`src/rtl/muldiv_unit.sv`:
```
// muldiv_unit
//   Multi-cycle integer multiply/divide unit for the execute stage.
//   Operations (op): 0=MULU, 1=MUL (signed), 2=DIVU, 3=DIV (signed).
//   A multiply runs the 2*WIDTH product through a MUL_LAT-deep register
//   pipeline. A divide performs restoring division on magnitudes, one
//   quotient bit per cycle, followed by a sign-fix cycle. Division by
//   zero returns lo=all ones and hi=a without iterating.
//
//   Optional feature macro: MULDIV_EARLY_OUT_EN
//     When defined, a divide with |a| < |b| (b nonzero) returns lo=0 and
//     hi=a one cycle after accept instead of iterating. Results are the
//     same in both builds; only latency differs.
//
// Ports
//   clk, reset          clock, synchronous active-high reset
//   flush               abort any operation, return to IDLE (hi/lo held)
//   in_valid, in_ready  request handshake (in_ready only in IDLE)
//   op, a, b            operation and operands
//   out_valid, out_ready result handshake (result held under backpressure)
//   hi, lo              product upper/lower half, or remainder/quotient
//   busy                unit not idle (execute-stage stall)
module muldiv_unit #(
  parameter int WIDTH   = 32,
  parameter int MUL_LAT = 3
) (
  input  logic             clk,
  input  logic             reset,
  input  logic             flush,
  input  logic             in_valid,
  output logic             in_ready,
  input  logic [1:0]       op,
  input  logic [WIDTH-1:0] a,
  input  logic [WIDTH-1:0] b,
  output logic             out_valid,
  input  logic             out_ready,
  output logic [WIDTH-1:0] hi,
  output logic [WIDTH-1:0] lo,
  output logic             busy
);

  // The counter sequences both the divide iterations and the multiply
  // pipeline, so it is sized for whichever needs more.
  localparam int DIV_CW = $clog2(WIDTH + 1);
  localparam int MUL_CW = $clog2(MUL_LAT + 1);
  localparam int CNT_W  = (DIV_CW > MUL_CW) ? DIV_CW : MUL_CW;
  localparam logic [CNT_W-1:0] DIV_LAST = CNT_W'(WIDTH);
  localparam logic [CNT_W-1:0] MUL_LAST = CNT_W'(MUL_LAT - 1);

  typedef enum logic [1:0] {IDLE, MUL, DIV, DONE} state_t;

  state_t             state;
  logic [CNT_W-1:0]   cnt;

  logic [2*WIDTH-1:0] prod_p [MUL_LAT];
  logic [WIDTH-1:0]   quo;
  logic [WIDTH-1:0]   rem;
  logic [WIDTH-1:0]   dvs;
  logic               neg_q;
  logic               neg_r;

  function automatic logic [WIDTH-1:0] cond_neg(input logic [WIDTH-1:0] v,
                                                input logic             n);
    return n ? (~v + 1'b1) : v;
  endfunction

  logic                      accept;
  logic                      a_neg;
  logic                      b_neg;
  logic [WIDTH-1:0]          a_mag;
  logic [WIDTH-1:0]          b_mag;
  logic                      b_zero;
  logic                      div_skip;
  logic signed [2*WIDTH-1:0] a_ext;
  logic signed [2*WIDTH-1:0] b_ext;
  logic signed [2*WIDTH-1:0] prod_full;
  logic [WIDTH:0]            trial;
  logic                      trial_ok;

  assign in_ready = (state == IDLE);
  assign busy     = (state != IDLE);
  assign accept   = in_valid && in_ready && !flush;

  // Sign-extend in signed mode, zero-extend otherwise; the low 2*WIDTH
  // bits of the product are then exact for both interpretations.
  assign a_ext     = {{WIDTH{op[0] & a[WIDTH-1]}}, a};
  assign b_ext     = {{WIDTH{op[0] & b[WIDTH-1]}}, b};
  assign prod_full = a_ext * b_ext;

  assign a_neg  = op[0] & a[WIDTH-1];
  assign b_neg  = op[0] & b[WIDTH-1];
  assign a_mag  = cond_neg(a, a_neg);
  assign b_mag  = cond_neg(b, b_neg);
  assign b_zero = (b == '0);

`ifdef MULDIV_EARLY_OUT_EN
  assign div_skip = b_zero | (a_mag < b_mag);
`else
  assign div_skip = b_zero;
`endif

  // Trial subtraction: a clear top bit means the shifted remainder
  // covers the divisor and this quotient bit is 1.
  assign trial    = {rem, quo[WIDTH-1]} - {1'b0, dvs};
  assign trial_ok = !trial[WIDTH];

  // ---- datapath: operand capture, product pipeline, divide iteration ----
  always_ff @(posedge clk) begin
    if (accept) begin
      prod_p[0] <= prod_full;
    end
    for (int i = 1; i < MUL_LAT; i++) begin
      prod_p[i] <= prod_p[i-1];
    end

    if (accept) begin
      dvs <= b_mag;
      if (b_zero) begin
        quo   <= '1;
        rem   <= a;
        neg_q <= 1'b0;
        neg_r <= 1'b0;
      end else if (div_skip) begin
        quo   <= '0;
        rem   <= a;
        neg_q <= 1'b0;
        neg_r <= 1'b0;
      end else begin
        quo   <= a_mag;
        rem   <= '0;
        neg_q <= a_neg ^ b_neg;
        neg_r <= a_neg;
      end
    end else if (state == DIV && cnt != DIV_LAST) begin
      quo <= {quo[WIDTH-2:0], trial_ok};
      if (trial_ok) begin
        rem <= trial[WIDTH-1:0];
      end else begin
        rem <= {rem[WIDTH-2:0], quo[WIDTH-1]};
      end
    end
  end

  // ---- control: state, sequencing counter, result registers ----
  always_ff @(posedge clk) begin
    if (reset) begin
      state     <= IDLE;
      cnt       <= '0;
      out_valid <= 1'b0;
      hi        <= '0;
      lo        <= '0;
    end else if (flush) begin
      state     <= IDLE;
      cnt       <= '0;
      out_valid <= 1'b0;
    end else begin
      case (state)
        IDLE: begin
          if (in_valid) begin
            if (op[1]) begin
              state <= DIV;
              // Skipped divides go straight to the final (sign-fix) step.
              cnt   <= div_skip ? DIV_LAST : '0;
            end else begin
              state <= MUL;
              cnt   <= '0;
            end
          end
        end
        MUL: begin
          if (cnt == MUL_LAST) begin
            hi        <= prod_p[MUL_LAT-1][2*WIDTH-1:WIDTH];
            lo        <= prod_p[MUL_LAT-1][WIDTH-1:0];
            out_valid <= 1'b1;
            state     <= DONE;
          end else begin
            cnt <= cnt + 1'b1;
          end
        end
        DIV: begin
          if (cnt == DIV_LAST) begin
            hi        <= cond_neg(rem, neg_r);
            lo        <= cond_neg(quo, neg_q);
            out_valid <= 1'b1;
            state     <= DONE;
          end else begin
            cnt <= cnt + 1'b1;
          end
        end
        DONE: begin
          if (out_ready) begin
            out_valid <= 1'b0;
            cnt       <= '0;
            state     <= IDLE;
          end
        end
        default: begin
          state <= IDLE;
        end
      endcase
    end
  end

endmodule

```
`config.mk`:
```
export PLATFORM = sky130hd
export DESIGN_NAME = muldiv_unit
export DESIGN_NICKNAME = d
export VERILOG_FILES = /design/src/rtl/muldiv_unit.sv
export SDC_FILE = /design/constraint.sdc
export NUM_CORES = 2
export LEC_CHECK = 0
export ABC_AREA = 1
export BUFFER_PORTS_ARGS = -buffer_cell sky130_fd_sc_hd__buf_2
export CORE_ASPECT_RATIO = 0.6
export CORE_MARGIN = 4
export CORE_UTILIZATION = 50
export CTS_BUF_LIST = sky130_fd_sc_hd__clkbuf_8 sky130_fd_sc_hd__clkbuf_16
export CTS_CLUSTER_DIAMETER = 100
export DETAILED_ROUTE_END_ITERATION = 8
export GPL_TIMING_DRIVEN = 0
export PLACE_DENSITY = 0.66
export SLEW_MARGIN = 40
export SYNTH_ARGS = -nofsm -noshare
export SYNTH_HDL_FRONTEND = slang
export SYNTH_SLANG_ARGS = --single-unit
```
`constraint.sdc`:
```
create_clock -name clk -period 9.79 [get_ports clk]
set_input_delay 0.979 -clock clk [delete_from_list [all_inputs] [get_ports clk]]
set_output_delay 0.979 -clock clk [all_outputs]
set_load 0.01 [all_outputs]
```
==> results.yml <==
clocking:
  root_buffer: "clkbuf_16"
  cts_tree: "yes"
  clk_path_buf_depth: 3
  cts_sinks: 363
  cts_buffers: 29
  cts_max_level: 1
  clk_latency_ns: 0.66
  cts.clk_slew.worst_paths_ns: 0.07
  cts_hold_buf: 0
sta:
  setup_viol: 0
  worstMarginPinSlew_ns: 1.034
  hold_violations: 0
  tns_ns: 0
  rsz0062_at_grt: "false"
  fmax_ghz: 0.1038
  max_slew_margin_pct: 31.04
  skew_ns: 0.05821
  post-route-min-period_ns: 9.638
  fin_crit_sh_pct: 98.45
  slew_violations: 0
layout:
  area_growth_pct: 6.780
  drive_gt1_share_pct: 5.671
  fin_nets: 9066
  layout_common_cells: "nand2_1, inv_1, fa_1"
  final_common_cell: "nand2_1"
synth:
  syn_nets: 8940
  synth_top_family_by_area: "adder cells"
  syn_area_um2: 58560
  yosys_warnings: 0
  synthSimpleGateAreaFrac_pct: 20.29
  synth_compound_gate_area_share_pct: 4.154
  synth_ff_type: "dfxtp_1"
  synthCells: 7488
  yosysUniqueCellTypes: 56
  muxShareOfSynthArea_pct: 0
  synthArstFlopShare_pct: 0
  syn_area_per_cell_um2: 7.820
  synth_xor_area_share_pct: 1.705
  ys_seq_area_share_pct: 15.18
  synth_edf_count: 162
  synthAdderAreaFrac_pct: 43.94
  synth-seq-cells: 363
worst_hold_path:
  worstHoldPathType: "reg -> reg"
floorplanning:
  rows: 96
  die_h_um: 273.1
  core_area_um2: 115300
  start_util_pct: 50.78
  io_pins: 138
  die_w_um: 449.8
  fp.dieArea_um2: 122800
placed_design:
  io_buffers: 82
  dp_hpwl_mm: 231.7
  gp_congestion: 1.151
critical_path:
  crit_path_end_kind: "flip-flop"
  cp.required_ns: 10.20
  arrival_ns: 10.04
  cp_max_fo: 15
  worstSetupPathType: "in -> reg"
  critPathLaunchType: "input pin"
global_routing:
  grt_max_degree: 36
  grtUsageTotal_pct: 44.56
  globalRouteOverflowTotal: 0
  grt_pass1_vias: 50870
  grt_pass1_wl_mm: 382.7
  antenna_found_initial: 36
route:
  drc_errors: 0
  dr.pass1.iters: 9
  ant_nets: 0
  drt-total-wl_mm: 273.6
  wire_per_inst_um: 29.83
  dr.first_iter.drc_count: 7942
  num_vias: 52960
  drt-vias-per-instance: 5.773
status:
  status: "finished, final reports clean"
run:
  drv_cap: 0
## worst max-delay path: stages
cell     delay [ns]
buf_2          0.15
buf_2          0.25
nand2_2        0.36
buf_1          0.45
nor2_1         0.20
fa_2           0.80
inv_1          0.19
fa_1           0.52
inv_1          0.06
fa_1           0.54
fa_1           0.78
fa_1           0.50
fa_1           0.57
fa_1           0.51
inv_1          0.05
fa_1           0.47
inv_1          0.05
ha_1           0.63
nand2_1        0.18
nor2_1         0.18
inv_1          0.07
nor2_1         0.18
inv_1          0.08
o21ai_0        0.60
inv_1          0.11
nand3_1        0.24
xor2_1         0.30
## final cells by class
class,instances,area (um2)
antenna,18,45.04
buffer,336,1582
clock buffer,35,842.1
clock inverter,18,198.9
fill,11150,52780
inverter,1922,7226
multi-input combinational,4866,41170
sequential,363,8889
tap,1519,1901
timing repair buffer,96,673.1
## registers in the layout (all words and copies together) (netlist names), 2 cells and up
register,count
lo,32
cnt,6
rem,32
quo,32
dvs,32
prod_p,192
state,2
hi,32
## cells by family after synthesis
family | after synthesis
XOR/XNOR | 114
AO/OA/AOI/OAI | 452
adder cells (fa/ha/maj) | 1381
flip-flops | 363
buffers and inverters | 2259
AND/OR/NAND/NOR | 2919
## synth_stat cells, types with 5 or more instances
library cell / number / area (um2)
buf_6: 7 / 78.83
ha_1: 255 / 3191
clkbuf_1: 197 / 739.5
nand2_1: 1968 / 7387
a31oi_1: 16 / 100.1
o21ai_0: 166 / 830.8
o21bai_1: 20 / 150.1
a21oi_1: 209 / 1046
inv_2: 10 / 37.54
edfxtp_1: 162 / 4865
or2_2: 7 / 43.79
buf_2: 37 / 185.2
nor3_1: 41 / 205.2
buf_4: 8 / 60.06
nand3b_1: 15 / 112.6
o221ai_1: 5 / 43.79
nor2_2: 10 / 62.56
nand2_2: 12 / 75.07
nand3_1: 310 / 1551
dfxtp_1: 201 / 4024
xnor2_1: 21 / 183.9
fa_1: 1126 / 22540
nor2_1: 473 / 1775
xor2_1: 93 / 814.5
inv_1: 1910 / 7169
a21boi_0: 7 / 52.55
nand4_1: 48 / 300.3
o21ai_1: 9 / 45.04
o211ai_1: 5 / 37.54
buf_1: 87 / 326.6
## worst paths after layout
kind                  from             end  slack (ns)  cells past startpoint
min reg2reg  prod_p[0][84]  prod_p[0][148]        0.29                      0
min          prod_p[0][84]  prod_p[0][148]        0.29                      0
max                  a[31]   prod_p[0][40]        0.15                     27
max reg2reg       state[0]         quo[30]        6.07                      8
## metal layers
layer | GRT usage (%) | wire length [um]
met1 | 65.38 | 115800
met2 | 51.25 | 91430
met3 | 30.62 | 57490
met4 | 10.55 | 8420
met5 | 1.641 | 517
## stage by stage
step                      utilization [%]  instance area, um2  setup slack, ns  hold WS (ns)  instances
final                               54.23               62530           0.1520        0.2882       9173
after CTS                           54.06               62340           0.1515        0.3005       9151
after floorplan                         -               58560            1.311        0.3096       7488
after global routing                54.19               62490          0.07602        0.3063       9156
after detailed placement            53.16               61300          -0.8100        0.3121       9099
after global placement              52.79               60870           -1.249        0.3121       9089
## repair_timing
action | CTS | global route
hold endpoints to repair | 0 | 0
endpoints found under the setup margin | 10 | 14
pin swaps | 0 | 1
buffers inserted | 0 | 1
resized for setup | 2 | 16
Power is not shown: default switching activity piles up to over one toggle a cycle in this logic, so the estimate is an artifact.
